### config.mk
export PLATFORM = sky130hd
export DESIGN_NAME = serv_gpio_bank
export DESIGN_NICKNAME = d
export VERILOG_FILES = /design/src/rtl/serv_gpio_bank.sv
export SDC_FILE = /design/constraint.sdc
export NUM_CORES = 1
export LEC_CHECK = 0
export ABC_AREA = 1
export BUFFER_PORTS_ARGS = -buffer_cell sky130_fd_sc_hd__buf_2
export CAP_MARGIN = 15
export CORE_UTILIZATION = 45
export CTS_BUF_LIST = sky130_fd_sc_hd__clkbuf_16
export CTS_CLUSTER_SIZE = 14
export DETAILED_ROUTE_END_ITERATION = 16
export HOLD_SLACK_MARGIN = 0.15
export PLACE_DENSITY = 0.71
export SKIP_LAST_GASP = 1
export SLEW_MARGIN = 20
export SYNTH_ARGS = -nofsm -noshare
export SYNTH_HDL_FRONTEND = slang
export SYNTH_SLANG_ARGS = --single-unit
### constraint.sdc
create_clock -name i_wb_clk -period 2.2 [get_ports i_wb_clk]
set_clock_uncertainty 0.05 [all_clocks]
set_input_delay 0.11 -clock i_wb_clk [delete_from_list [all_inputs] [get_ports i_wb_clk]]
set_output_delay 0.11 -clock i_wb_clk [all_outputs]
set_load 0.03 [all_outputs]
### src/rtl/serv_gpio_bank.sv
// Wishbone-attached GPIO bank: output/enable registers, synchronised inputs,
// per-pin edge detection into write-1-to-clear pending bits and a level IRQ.
module serv_gpio_bank #(
    parameter int WIDTH       = 8,
    parameter int SYNC_STAGES = 2
) (
    input  logic             i_wb_clk,
    input  logic             i_wb_rst,
    input  logic [2:0]       i_wb_adr,
    input  logic [31:0]      i_wb_dat,
    input  logic             i_wb_we,
    input  logic             i_wb_stb,
    output logic [31:0]      o_wb_rdt,
    output logic             o_wb_ack,
    input  logic [WIDTH-1:0] i_gpio,
    output logic [WIDTH-1:0] o_gpio,
    output logic [WIDTH-1:0] o_gpio_oe,
    output logic             o_irq
);

    localparam logic [2:0] ADR_OUT  = 3'd0;
    localparam logic [2:0] ADR_OE   = 3'd1;
    localparam logic [2:0] ADR_IN   = 3'd2;
    localparam logic [2:0] ADR_IE   = 3'd3;
    localparam logic [2:0] ADR_EDGE = 3'd4;
    localparam logic [2:0] ADR_PEND = 3'd5;

    logic [WIDTH-1:0] out_r;
    logic [WIDTH-1:0] oe_r;
    logic [WIDTH-1:0] ie_r;
    logic [WIDTH-1:0] edge_r;
    logic [WIDTH-1:0] pend_r;
    logic [WIDTH-1:0] prev_p;
    logic [WIDTH-1:0] sync_p [SYNC_STAGES];

    logic [WIDTH-1:0] in_w;
    logic [WIDTH-1:0] wdat;
    logic [WIDTH-1:0] evt;
    logic [WIDTH-1:0] clr;
    logic [WIDTH-1:0] rd_sel;
    logic             access;
    logic             wr;
    logic             unused_dat;

    // A request is taken only when no ack is outstanding, so a held strobe
    // is serviced every other cycle.
    assign access = i_wb_stb & ~o_wb_ack;
    assign wr     = access & i_wb_we;
    assign wdat   = i_wb_dat[WIDTH-1:0];
    assign unused_dat = ^(i_wb_dat >> WIDTH);

    assign in_w = sync_p[SYNC_STAGES-1];
    assign evt  = (edge_r & ~in_w & prev_p) | (~edge_r & in_w & ~prev_p);
    assign clr  = (wr && (i_wb_adr == ADR_PEND)) ? wdat : '0;

    assign o_gpio    = out_r;
    assign o_gpio_oe = oe_r;
    assign o_irq     = |(pend_r & ie_r);

    always_comb begin
        rd_sel = '0;
        case (i_wb_adr)
            ADR_OUT:  rd_sel = out_r;
            ADR_OE:   rd_sel = oe_r;
            ADR_IN:   rd_sel = in_w;
            ADR_IE:   rd_sel = ie_r;
            ADR_EDGE: rd_sel = edge_r;
            ADR_PEND: rd_sel = pend_r;
            default:  rd_sel = '0;
        endcase
    end

    always_ff @(posedge i_wb_clk) begin
        if (i_wb_rst) begin
            out_r    <= '0;
            oe_r     <= '0;
            ie_r     <= '0;
            edge_r   <= '0;
            pend_r   <= '0;
            prev_p   <= '0;
            o_wb_ack <= 1'b0;
            o_wb_rdt <= '0;
            for (int i = 0; i < SYNC_STAGES; i++) sync_p[i] <= '0;
        end else begin
            o_wb_ack <= access;
            o_wb_rdt <= access ? 32'(rd_sel) : 32'd0;

            // input synchroniser chain -> IN, then one more stage for edge history
            sync_p[0] <= i_gpio;
            for (int i = 1; i < SYNC_STAGES; i++) sync_p[i] <= sync_p[i-1];
            prev_p <= in_w;

            // new events override a same-edge clear
            pend_r <= (pend_r & ~clr) | evt;

            if (wr) begin
                case (i_wb_adr)
                    ADR_OUT:  out_r  <= wdat;
                    ADR_OE:   oe_r   <= wdat;
                    ADR_IE:   ie_r   <= wdat;
                    ADR_EDGE: edge_r <= wdat;
                    default:  ;
                endcase
            end
        end
    end

endmodule

---- After elaboration in Yosys (flattened, before gate mapping) ----
Memories as Yosys holds them, arrays and structs flattened.
Index checks and enable logic that the tools add are counted.
cells by class
  equal/unequal tests ..................... 5
  reduce and logical (&&, ||, !) cells .... 8
  mux-type cells .......................... 7
  bitwise operators ....................... 18
operators by type and width
  cell                                                 count
  AND 8 bit                                            6
  one-hot mux 8 bit (6 select lines)                   1
  NOT 8 bit                                            4
  2-to-1 mux 8 bit                                     3
  OR 8 bit                                             2
  AND reduction 2 bit                                  4
  OR reduction 8 bit                                   1
  equality test 3 x 2 -> 1 bit, second input constant  2
  equality test 3 bit, second input constant           2
  equality test 3 x 1 -> 1 bit, second input constant  1
  zero test 3 bit                                      1
  2-to-1 mux 1 bit                                     3
  AND 1 bit                                            2
  NOT 1 bit                                            2
  OR 1 bit                                             2
  OR reduction 2 bit                                   1
  logical AND 1 bit                                    1
storage, ports and cells
  flip-flop bits (word level) ............. 81
  output and inout bits ................... 50
  word-level logic and storage cells ...... 48
  RAM bits ................................ 16
  input port bits ......................... 47
  memories kept ........................... 1
memory list
  memory  depth  width  read ports  clocked after Yosys merged registers in  wr ports  line  RTL
  sync_p  2      8      2           0                                        2         34    logic [WIDTH-1:0] sync_p [SYNC_STAGES];

---- Longest topological paths before layout ----
Gate-level depths: netlist of run 1.
  depth after elaboration ................. 8
  depth in mapped cells ................... 7
  gate-level depth less buffers ........... 6

---- Worst setup path after synthesis of run 1 ----
Ideal clock, no wire load.
  path type ............................... register to register
  start ................................... reg o_wb_ack
  end ..................................... reg ie_r[6]
  setup slack ............................. 0.858 ns
  data arrival time ....................... 1.174 ns
  required time ........................... 2.032 ns
  setup time .............................. 0.118 ns
  path buffers ............................ 1
  stages on the path, launching flop included .. 7
  path through ............................ dfxtp_1 > inv_1 > nand3_4 > nor2_4 > buf_6 > o21ai_1 > a21oi_2
on the way
  longest elaborated chain between the ends .. 4
ends and longest elaborated chain
  element                               line  RTL
  from (decl)                           14    output logic o_wb_ack,
  from (signal assigned)                85    o_wb_ack <= access;
  NOT 1 bit                             47    assign access = i_wb_stb & ~o_wb_ack;
  AND 1 bit                             47
  AND 1 bit                             48    assign wr = access & i_wb_we;
  AND reduction 2 bit (no source line)  -
  to (signal assigned)                  100   ADR_IE: ie_r <= wdat;
  to (decl)                             30    logic [WIDTH-1:0] ie_r;
Every way passes these cells.
A chain may end at the register's enable or synchronous reset.

---- Worst setup path after layout of run 1 ----
  start ................................... reg pend_r[6]
  end ..................................... out o_irq
on the way
  longest elaborated chain between the ends .. 2
ends and longest elaborated chain
  element                 line  RTL
  from (decl)             32    logic [WIDTH-1:0] pend_r;
  from (signal assigned)  94    pend_r <= (pend_r & ~clr) | evt;
  AND 8 bit               58    assign o_irq = |(pend_r & ie_r);
  OR reduction 8 bit      58
  to (decl)               18    output logic o_irq
Every way passes these cells.

==> flow_summary.toml, run 1 <==
[cts]
numClockSinks = 73
htreeDepth = 3
cts_tree = "yes"
clock_path_buffers = 2
path_clk_slew_ns = 0.06
numCtsBuffers = 9
cts_setup_buffers = 0
root_buffer = "clkbuf_16"
worstSkewPairLatency_ns = 0.34

[final_layout]
fill_cells = 685
seq_area_um2 = 1461
antennaDiodeCount = 0
stdcell_area_um2 = 4003
multi_input_area_um2 = 1391
final_common_cell = "dfxtp_1"
nNetsFinal = 543
drive_gt1_frac = 0.1776
layout_common_cells = "dfxtp_1 (73), inv_1 (61), nand2_1 (54)"
area_growth_pct = 20.13

[die]
dieArea_um2 = 7753
die_width_um = 88.05
rows = 31
dieHeight_um = 88.05
core_area_um2 = 7214
ios = 97
start_util = 0.4618

[placed_design]
dpl.hpwl_um = 5065
gp_congestion = 0.8272
postPlaceCellArea_um2 = 3507
port_buffers = 48
place_ws_ns = 0.7142

[logic_synthesis]
synth_largest_area_cell = "dfxtp_1"
ys_warn_count = 0
async_flop_share = 0
synthesis.area_um2 = 3332
synth_cells = 437
synth_top_area_frac = 0.4386
synth-edff-count = 0
synth_ff_type = "dfxtp_1"
syn_avg_cell_area_um2 = 7.625
seq_area_frac_synth = 0.4386
ys_top_cells_by_area = "dfxtp_1 (44%), inv_1 (6.8%), nand2_1 (6.1%)"
synthDistinctLibCells = 25
ys_ff_latch = 73

[drt]
detail_route.wl_per_cell_um = 12.64
first_pass_iters = 5
drc = 0
drt_iter0_markers = 300
via_count = 2962
wirelength_um = 7584
antenna_left = 0
viasPerCell = 4.937

[global_route]
grt_overflow_total = 0
grt_pass1_wl_um = 11940
grt_start_max_net_pins = 33
grt_pass1_vias = 2461
groute.usage.overall = 0.2052
antenna_found_initial = 0

[critical_path]
critical_path_class = "flip-flop to output port"
required_ns = 2.04
critPathArrivalTime_ns = 1.31
crit_path_end_kind = "output port"
start_kind = "flip-flop"
crit_path_max_fanout = 3

[power]
p_per_area_nw_per_um2 = 828.7
peakVddDrop_mv = 0.3492
p_leak_nw = 1.865

[timing]
finalMaxSlewViolations = 0
setup_violations = 0
period_minus_slack_ns = 1.466
hold_viol = 0
layout_setup_ws_ns = 0.7336
period_share = 0.6666
rsz0062_at_grt = "false"
finalSetupTns_ns = 0
fmax_ghz = 0.6819

[status]
status = "completed"

[hold_path]
hp-class = "primary input to flip-flop"

[run]
maxCapViolations = 0
-- timing repair --
action                                 4_1_cts  5_1_grt
hold buffers                                16        0
endpoints found under the hold margin       48        0
gates resized for setup                      0        0
-- final timing paths --
path                              startpoint             to  slack [ns]  cells after the start
worst max-delay path               pend_r[6]          o_irq        0.73                      5
worst min-delay path                i_wb_rst  sync_p[0][15]        0.23                      3
worst max register to register      o_wb_ack      pend_r[0]        0.77                      6
worst min register to register  sync_p[0][4]  sync_p[0][12]        0.35                      2
-- stage by stage --
stage	hold slack, ns	instances	total power [mW]	utilization
floorplan	0.1670	460	1.650	-
detailed placement	0.2690	568	1.684	0.4861
global placement	0.2665	568	1.678	0.4861
global route	0.2535	600	3.445	0.5548
finish	0.2253	600	3.317	0.5548
CTS	0.2337	600	3.336	0.5548
-- power by group --
part           internal (mW)  switching, mW
sequential              1.36         0.0247
combinational         0.0824          0.211
clock                   1.10          0.540
total                   2.54          0.776
-- synth_stat cells (3+ instances only) --
cell and n:
nand2_1 54, clkbuf_1 5, o21ai_1 4, dfxtp_1 73, a21oi_2 6, buf_4 25, nand4_1 31, o21ai_0 34
nor2_1 48, buf_6 5, buf_2 10, nand3_1 28, nor2_8 3, inv_1 60, a21oi_1 36
-- critical path, cell delays in order (launching register included) --
cell     delay [ns]
dfxtp_1        0.32
nand2_1        0.07
nand2_1        0.07
a21oi_1        0.17
nand4_1        0.14
buf_2          0.20
-- cell type report --
cell class                      instances  share of cell area
Tap cell                               99             0.03095
Multi-Input combinational cell        278              0.3476
Inverter                               63             0.05939
Sequential cell                        73              0.3651
Clock buffer                            9             0.05627
Clock inverter                          7             0.02751
Timing Repair Buffer                   71              0.1132
-- cells by family after synthesis --
logic type      Yosys count  share of synthesized area
compound gates           84                     0.1367
simple gates            170                     0.2538
other cells               1                   0.001125
buf+inv                 109                     0.1697
flops                    73                     0.4386
-- flip-flops by register name, summed over array words and instances (netlist names) --
signal	flops
sync_p	16
pend_r	8
prev_p	8
ie_r	8
edge_r	8
o_gpio	8
o_gpio_oe	8
o_wb_ack	1
o_wb_rdt	8
-- routing by layer --
layer,track usage,part of all wire,up-vias
li1,-,-,1487
met1,0.2719,0.45,1323
met2,0.3129,0.46,139
met3,0.05749,0.066,13
met4,0.08798,0.022,0
met5,0,0,-
Power figures use the tool's default switching activity.
==> inputs of run 2 (changes only) <==
- clock period: 2.2 -> 1.35 ns (I/O delays scaled with it)
==> run 2 against run 1 <==
Combinational power increased by 72%; worst hold slack got worse by 0.037 ns; die area is the same; clock-buffer cell count unchanged; critical path depth unchanged; utilization grew 1.5 points; setup slack worse by 0.71 ns; wire length is 0.40% lower; global-route usage increased by 0.22 points; sequential power increased by 63%; sequential share of layout area shrank 0.75 points; via count up 3.7%; highest routed layer unchanged.
==> flow_summary.toml, run 2 (same netlist as run 1, synthesis figures left out) <==
[power]
p_per_area_nw_per_um2 = 1217
peakVddDrop_mv = 0.6737
p_leak_nw = 1.928

[critical_path]
crit_path_end_kind = "output port"
crit_path_max_fanout = 2
rr_worst_depth = 7
required_ns = 1.23
start_kind = "flip-flop"
critPathArrivalTime_ns = 1.21
critical_path_class = "flip-flop to output port"

[drt]
drc = 0
drt_iter0_markers = 205
viasPerCell = 5.003
via_count = 3072
antenna_left = 0
first_pass_iters = 5
detail_route.wl_per_cell_um = 12.30
wirelength_um = 7554

[timing]
hold_viol = 0
fmax_ghz = 0.7540
layout_setup_ws_ns = 0.02370
period_minus_slack_ns = 1.326
rsz0062_at_grt = "true"
setup_violations = 0
period_share = 0.9824
finalMaxSlewViolations = 0

[final_layout]
area_growth_pct = 23.28
drive_gt1_frac = 0.2272
final_cells = 614
stdcell_area_um2 = 4108
antennaDiodeCount = 0
largest_reg_flops = 16
layout_common_cells = "dfxtp_1 (67), inv_1 (60), nand2_1 (48), nor2_1 (48), buf_2 (47)"
final_common_cell = "dfxtp_1"
top_register = "sync_p"
nNetsFinal = 558
final_util = 0.5694
fill_cells = 654

[die]
ios = 97
dieArea_um2 = 7753
start_util = 0.4618
rows = 31
dieHeight_um = 88.05
die_width_um = 88.05
core_area_um2 = 7214

[cts]
root_buffer = "clkbuf_16"
htreeDepth = 3
worstSkewPairLatency_ns = 0.33
numCtsBuffers = 9
numClockSinks = 73
path_clk_slew_ns = 0.05
clock_path_buffers = 2
cts_tree = "yes"

[placed_design]
placed_cells = 581
port_buffers = 48
place_ws_ns = 0.06388
dpl.hpwl_um = 5317
postPlaceCellArea_um2 = 3617
gp_congestion = 0.8389

[global_route]
grt_start_max_net_pins = 33
groute.usage.overall = 0.2075
grt_overflow_total = 0
antenna_found_initial = 0
grt_pass1_vias = 2583
grt_pass1_wl_um = 12140

[hold_path]
hp-class = "primary input to flip-flop"
min_path_cells = 3

[status]
status = "completed"

[run]
maxCapViolations = 0
## run 2: worst paths after layout
kind                startpoint       endpoint  slack (ns)
setup / recovery       ie_r[6]          o_irq        0.02
hold / removal        i_wb_rst      prev_p[3]        0.19
setup reg to reg      o_wb_ack      pend_r[0]        0.09
hold reg to reg   sync_p[0][7]  sync_p[0][15]        0.35
## run 2: power breakdown
part / internal, mW / switching [mW] / total (mW)
registers: 2.22 / 0.0409 / 2.26
clock network: 1.39 / 0.839 / 2.23
logic: 0.158 / 0.346 / 0.504
total: 3.77 / 1.23 / 5.00
## run 2: timing repair
item                       4_1_cts  5_1_grt
hold endpoints to repair        48        0
setup endpoints to repair        1       18
resized for setup                6       12
setup buffers                    1        1
hold buffers                    16        0
pin swaps                        1        8
## run 2: per-stage QoR
| step | TNS, ns | total power [mW] | hold slack [ns] |
|---|---|---|---|
| after CTS | 0 | 5.036 | 0.1858 |
| after global placement | 0 | 2.755 | 0.2230 |
| after floorplan | 0 | 2.688 | 0.1245 |
| after global routing | -0.02026 | 5.194 | 0.2028 |
| after detailed placement | 0 | 2.766 | 0.2244 |
| final | 0 | 4.999 | 0.1884 |
## run 2: layout make-up
class	instances	area [um^2]	share of cell area
Clock inverter	6	51.30	0.01249
Clock buffer	9	225.2	0.05483
Timing Repair Buffer	86	584.3	0.1422
Tap cell	99	123.9	0.03016
Sequential cell	73	1469	0.3576
Multi-Input combinational cell	278	1414	0.3442
Inverter	63	240.2	0.05848
## run 2: critical path, cell delays in order, from the launching register on
cell and delay (ns):
dfxtp_2 0.33, nand2_2 0.06, nand2_2 0.06, a21oi_2 0.12
nand4_1 0.15, buf_6 0.17
## run 2: routing by layer
metal  global-route usage  up-vias  share of wire
li1                     -     1523              -
met1               0.2711     1400           0.45
met2               0.3221      129           0.46
met3              0.03959       20          0.059
met4               0.1158        0          0.031
met5                    0        -              0
